## src/rtl/player_input_conditioner.sv

```systemverilog
// Button front end for the ship stage: synchronises and debounces left/right/fire,
// resolves left/right conflicts, and turns the fire button into rate-limited pulses.
module player_input_conditioner #(
    parameter int DEBOUNCE_CYCLES = 650000,
    parameter int DB_W            = 20,
    parameter int COOLDOWN_CYCLES = 16250000,
    parameter int CD_W            = 24,
    parameter bit AUTOFIRE        = 1'b0
) (
    input  logic pclk,
    input  logic rst,
    input  logic left_in,
    input  logic right_in,
    input  logic fire_in,
    output logic left_out,
    output logic right_out,
    output logic fire_pulse,
    output logic fire_ready
);

    localparam int BTN_L = 0;
    localparam int BTN_R = 1;
    localparam int BTN_F = 2;
    localparam int NUM_BTN = 3;

    localparam logic [DB_W-1:0] DB_LAST = DB_W'(DEBOUNCE_CYCLES - 1);
    localparam logic [CD_W-1:0] CD_LOAD = CD_W'(COOLDOWN_CYCLES - 1);

    typedef enum logic {
        S_READY = 1'b0,
        S_COOL  = 1'b1
    } fireState_t;

    logic [NUM_BTN-1:0]           w_raw;
    logic [NUM_BTN-1:0]           r_meta;
    logic [NUM_BTN-1:0]           r_sync;
    logic [NUM_BTN-1:0]           r_stable;
    logic [NUM_BTN-1:0][DB_W-1:0] r_dbCnt;

    logic                         r_leftOut;
    logic                         r_rightOut;

    fireState_t                   r_state;
    logic [CD_W-1:0]              r_cdCnt;
    logic                         r_stFirePrev;
    logic                         r_firePulse;
    logic                         r_fireReady;
    logic                         w_fireEvent;

    assign w_raw = {fire_in, right_in, left_in};

    always_ff @(posedge pclk or negedge rst) begin
        if (!rst) begin
            r_meta <= '0;
            r_sync <= '0;
        end else begin
            r_meta <= w_raw;
            r_sync <= r_meta;
        end
    end

    // A new level is accepted only after it has held for DEBOUNCE_CYCLES in a row.
    always_ff @(posedge pclk or negedge rst) begin
        if (!rst) begin
            r_stable <= '0;
            r_dbCnt  <= '0;
        end else begin
            for (int i = 0; i < NUM_BTN; i++) begin
                if (r_sync[i] == r_stable[i]) begin
                    r_dbCnt[i] <= '0;
                end else if (r_dbCnt[i] == DB_LAST) begin
                    r_stable[i] <= r_sync[i];
                    r_dbCnt[i]  <= '0;
                end else begin
                    r_dbCnt[i] <= r_dbCnt[i] + DB_W'(1);
                end
            end
        end
    end

    always_ff @(posedge pclk or negedge rst) begin
        if (!rst) begin
            r_leftOut  <= 1'b0;
            r_rightOut <= 1'b0;
        end else begin
            r_leftOut  <= r_stable[BTN_L] & ~r_stable[BTN_R];
            r_rightOut <= r_stable[BTN_R] & ~r_stable[BTN_L];
        end
    end

    assign w_fireEvent = AUTOFIRE ? r_stable[BTN_F]
                                  : (r_stable[BTN_F] & ~r_stFirePrev);

    // Presses seen while cooling down are simply lost; the edge history keeps updating.
    always_ff @(posedge pclk or negedge rst) begin
        if (!rst) begin
            r_state      <= S_READY;
            r_cdCnt      <= '0;
            r_stFirePrev <= 1'b0;
            r_firePulse  <= 1'b0;
            r_fireReady  <= 1'b1;
        end else begin
            r_stFirePrev <= r_stable[BTN_F];
            r_firePulse  <= 1'b0;
            case (r_state)
                S_READY: begin
                    if (w_fireEvent) begin
                        r_firePulse <= 1'b1;
                        r_cdCnt     <= CD_LOAD;
                        r_state     <= S_COOL;
                        r_fireReady <= 1'b0;
                    end
                end
                S_COOL: begin
                    if (r_cdCnt == '0) begin
                        r_state     <= S_READY;
                        r_fireReady <= 1'b1;
                    end else begin
                        r_cdCnt <= r_cdCnt - CD_W'(1);
                    end
                end
                default: begin
                    r_state     <= S_READY;
                    r_fireReady <= 1'b1;
                end
            endcase
        end
    end

    assign left_out   = r_leftOut;
    assign right_out  = r_rightOut;
    assign fire_pulse = r_firePulse;
    assign fire_ready = r_fireReady;

endmodule

```

## config.mk

```make
export PLATFORM = sky130hd
export DESIGN_NAME = player_input_conditioner
export DESIGN_NICKNAME = d
export VERILOG_FILES = /design/src/rtl/player_input_conditioner.sv
export SDC_FILE = /design/constraint.sdc
export NUM_CORES = 1
export LEC_CHECK = 0
export ABC_CLOCK_PERIOD_IN_PS = 2200
export BUFFER_PORTS_ARGS = -buffer_cell sky130_fd_sc_hd__buf_2
export CAP_MARGIN = 5
export CORE_MARGIN = 10
export CORE_UTILIZATION = 50
export DETAILED_ROUTE_END_ITERATION = 8
export PLACE_DENSITY = 0.78
export SETUP_SLACK_MARGIN = 0.02
export SLEW_MARGIN = 20
export SYNTH_ARGS = -nofsm -noshare
export SYNTH_HDL_FRONTEND = slang
export SYNTH_SLANG_ARGS = --single-unit
```

## constraint.sdc

```tcl
create_clock -name pclk -period 2.2 [get_ports pclk]
set_clock_uncertainty 0.2 [all_clocks]
set_input_delay 0.22 -clock pclk [delete_from_list [all_inputs] [get_ports pclk]]
set_output_delay 0.22 -clock pclk [all_outputs]
set_load 0.03 [all_outputs]
```

==> impl_results.md <==
* Outcome: finished clean
* Final setup viols at 0
* Worst-Skew Late Latency at around 0.36 ns
* Inst Count DP at 580
* Net count after synthesis at about 460
* Cells along the critical path: inv_2, ha_1, and4bb_2, and2_1, o21ai_2, o31a_1, or3_1
* Initial DRC Count at 104
* CTS clk-pin slew, worst paths at around 0.10 ns
* Final Util at between 50% and 60%
* Worst slew margin at between 60% and 70%
* Worst endpoint data arrival time at 2.15 ns
* Final #Nets at 496
* GPL Wtd Cong at 0.847
* Layout area overhead at 12.9%
* CP max stage delay at 0.40 ns
* Synthesized flop and latch total at slightly below 100
* Initial antenna violation count at 0
* Largest net degree at the start of global routing at 45
* Reg2reg end: r_cdCnt[12]$_DFFE_PN0P_
* Post-synthesis async set-or-reset flop share at 100%
* Hpwl dp at ~5800 µm
* Tmin final at approximately 2.1 ns
* Critical Path Sink: r_cdCnt[12]$_DFFE_PN0P_
* EDFF count, synth at 0
* Pleak at between 0.002 and 0.0025 µW
* Buf/Inv on CP at 1
* Placeable Area at around 9200 µm²
* Fin crit share at 95.6%
* CTS buffer count at 9
* Crit Reg-Reg Startpoint: r_cdCnt[0]$_DFFE_PN0P_
* Clk buf depth at 2
* Top_reg_cell synth: dfrtp_1
* Worst Setup End Kind: register
* Drt wl/cell at approximately 14 µm
* Worst EP required at approximately 2.2 ns
* Setup TNS at 0 ns
* Register area share after synthesis at between 50% and 60%
* Post-route DRC at 0
* Setup crit start: r_cdCnt[0]$_DFFE_PN0P_
* PortBufs at 8
* Commonest cells after routing, fill and taps aside: dfrtp_1 (98), nor2_1 (84), xnor2_1 (34)
* Worst min path class: input port to async pin
* Max-cap viol count at 0
* Diodes inserted at 0
* First-pass GRT wire length at about 15000 µm
* RSZ-0062 raised after global routing: no
* Top delay family on crit path: simple AND/OR/NAND/NOR gates
* Initial core utilization at about half
* Most common cell after layout, fill and taps aside: dfrtp_1
* Root cell of the clock tree: clkbuf_8
* Worst Path Max Fanout at 4
* Yosys warns at 0
* VDD IR max at 0.000337 V
* PwrDens at between 500 and 600 nW/µm²
* CP Depth at 7
* Synth Area per Inst at about 10 µm²
* Die area at between 10000 and 15000 µm²
* Routed via count at between 3000 and 4000
* Final Hold Viols at 0
* Final cell count without fillers at roughly 600
* Detailed Routing Iterations Pass 1 at 4
* Post-synthesis cell type count at 53
* GRT Overall Usage at 13.3%
* Crit-path slowest cell: dfrtp_1
* H-tree levels at 3
* Grt total ovfl at 0
* Pins Over Slew Limit at 0
* CP Launch Type: register
* Layout cell share with drive strength beyond 1 at 13.6%
* Sink Count at 99
* Synth Cell Area at 4690 µm²
* Crit Path Class: register to register
* Standard-cell row count at 35
* Die width at 117 µm
* CTS tree: done
* Boundary Pins at 9
* Synth Instances at about 450
* Die H at 117 µm
* Fmax at about 0.48 GHz
* DR vias/cell at 5.52
* WL final at roughly 8300 µm
* Worst slew pin tran at 0.546 ns
* R2R cell count at 7
* Reg2reg setup slack at a little under 0.1 ns
* Final ANT Viol Nets at 0
* Vias in the first global route at between 3000 and 4000
[where the power goes]
group	switching, µW	internal, µW
Clock	623	478
Combinational	65.2	34.6
Sequential	16.5	1840
[cell families (layout without fill, tap and decap cells)]
family,after synthesis,in the layout,share of synthesized area [%]
compound gates,24,24,3.66
flops,99,99,52.9
simple gates,232,232,26.3
fa+ha+maj,5,5,1.33
mux,9,9,2.03
xor+xnor,64,64,12.0
buf+inv,21,58,1.92
[through the flow]
stage	worst slack [ns]	hold WS, ns	instance area (µm²)	total power, µW
detailed placement	-0.0380	-0.0266	4970	1990
global placement	0.0654	-0.0355	4970	1980
global route	0.0237	0.153	5290	3190
finish	0.0976	0.119	5290	3050
floorplan	0.105	-0.276	4690	1920
CTS	0.0240	0.120	5230	3100
[flip-flops by register name, summed over array words and instances, names as in the netlist]
signal,count
r_stable,3
r_sync,3
r_stFirePrev,1
r_meta,3
r_dbCnt,60
fire_pulse,1
r_cdCnt,24
left_out,1
r_state,1
right_out,1
fire_ready,1
[layer usage]
layer	vias up	track usage, %	part of all wire [%]
met2	33	21.6	48
met1	1643	17.3	48
met4	0	5.52	1.9
li1	1638	-	-
met3	12	2.09	2.1
met5	-	0	0
[timing repair]
action | 4_1_cts | 5_1_grt
pin swaps | 1 | 3
buffers inserted | 1 | 1
hold buffers | 4 | 0
setup endpoints to repair | 24 | 40
gates cloned | 0 | 0
resized for setup | 5 | 10
hold endpoints to repair | 101 | 0
[synth_stat cells, drive strengths merged, types with 2 or more instances]
| library cell | number | area share (%) |
|---|---|---|
| nand2 | 31 | 2.5 |
| nand2b | 2 | 0.27 |
| inv | 11 | 0.88 |
| ha | 5 | 1.3 |
| xor2 | 30 | 5.6 |
| nor2 | 84 | 6.7 |
| buf | 7 | 0.80 |
| dfrtp | 98 | 52 |
| nand3 | 29 | 3.1 |
| xnor2 | 34 | 6.4 |
| nor3b | 2 | 0.32 |
| mux2i | 5 | 1.1 |
| and4 | 5 | 0.93 |
| mux2 | 4 | 0.96 |
| or3 | 4 | 0.53 |
| nor4 | 14 | 2.8 |
| a21oi | 3 | 0.32 |
| or4b | 2 | 0.43 |
| nand4 | 15 | 2.1 |
| o211ai | 4 | 0.64 |
| o2111ai | 2 | 0.37 |
| nor3 | 13 | 1.6 |
| and2 | 3 | 0.40 |
| clkbuf | 3 | 0.24 |
| nor4b | 4 | 0.88 |
| nor2b | 3 | 0.40 |
| or4 | 3 | 0.48 |
| and3 | 9 | 1.2 |
| or2 | 4 | 0.59 |
| o31ai | 3 | 0.48 |
| o21ai | 7 | 0.91 |
[layout make-up]
cell class | count | area (µm²)
Multi-Input combinational cell | 334 | 2190
Tap cell | 111 | 139
Inverter | 11 | 41.3
Fill cell | 773 | 3900
Sequential cell | 99 | 2480
Clock inverter | 5 | 35.0
Clock buffer | 11 | 151
Timing Repair Buffer | 31 | 258
[worst min-delay path by stage]
stage                                 end  slack, ns  cells past startpoint
floorplan            fire_pulse$_DFF_PN0_      -0.28                      0
global placement    r_dbCnt[24]$_DFF_PN0_      -0.04                      1
global route        r_dbCnt[22]$_DFF_PN0_       0.15                      2
detailed placement  r_dbCnt[24]$_DFF_PN0_      -0.03                      1
finish              r_dbCnt[24]$_DFF_PN0_       0.12                      2
CTS                 r_dbCnt[24]$_DFF_PN0_       0.12                      2
Power figures use the tool's default switching activity.
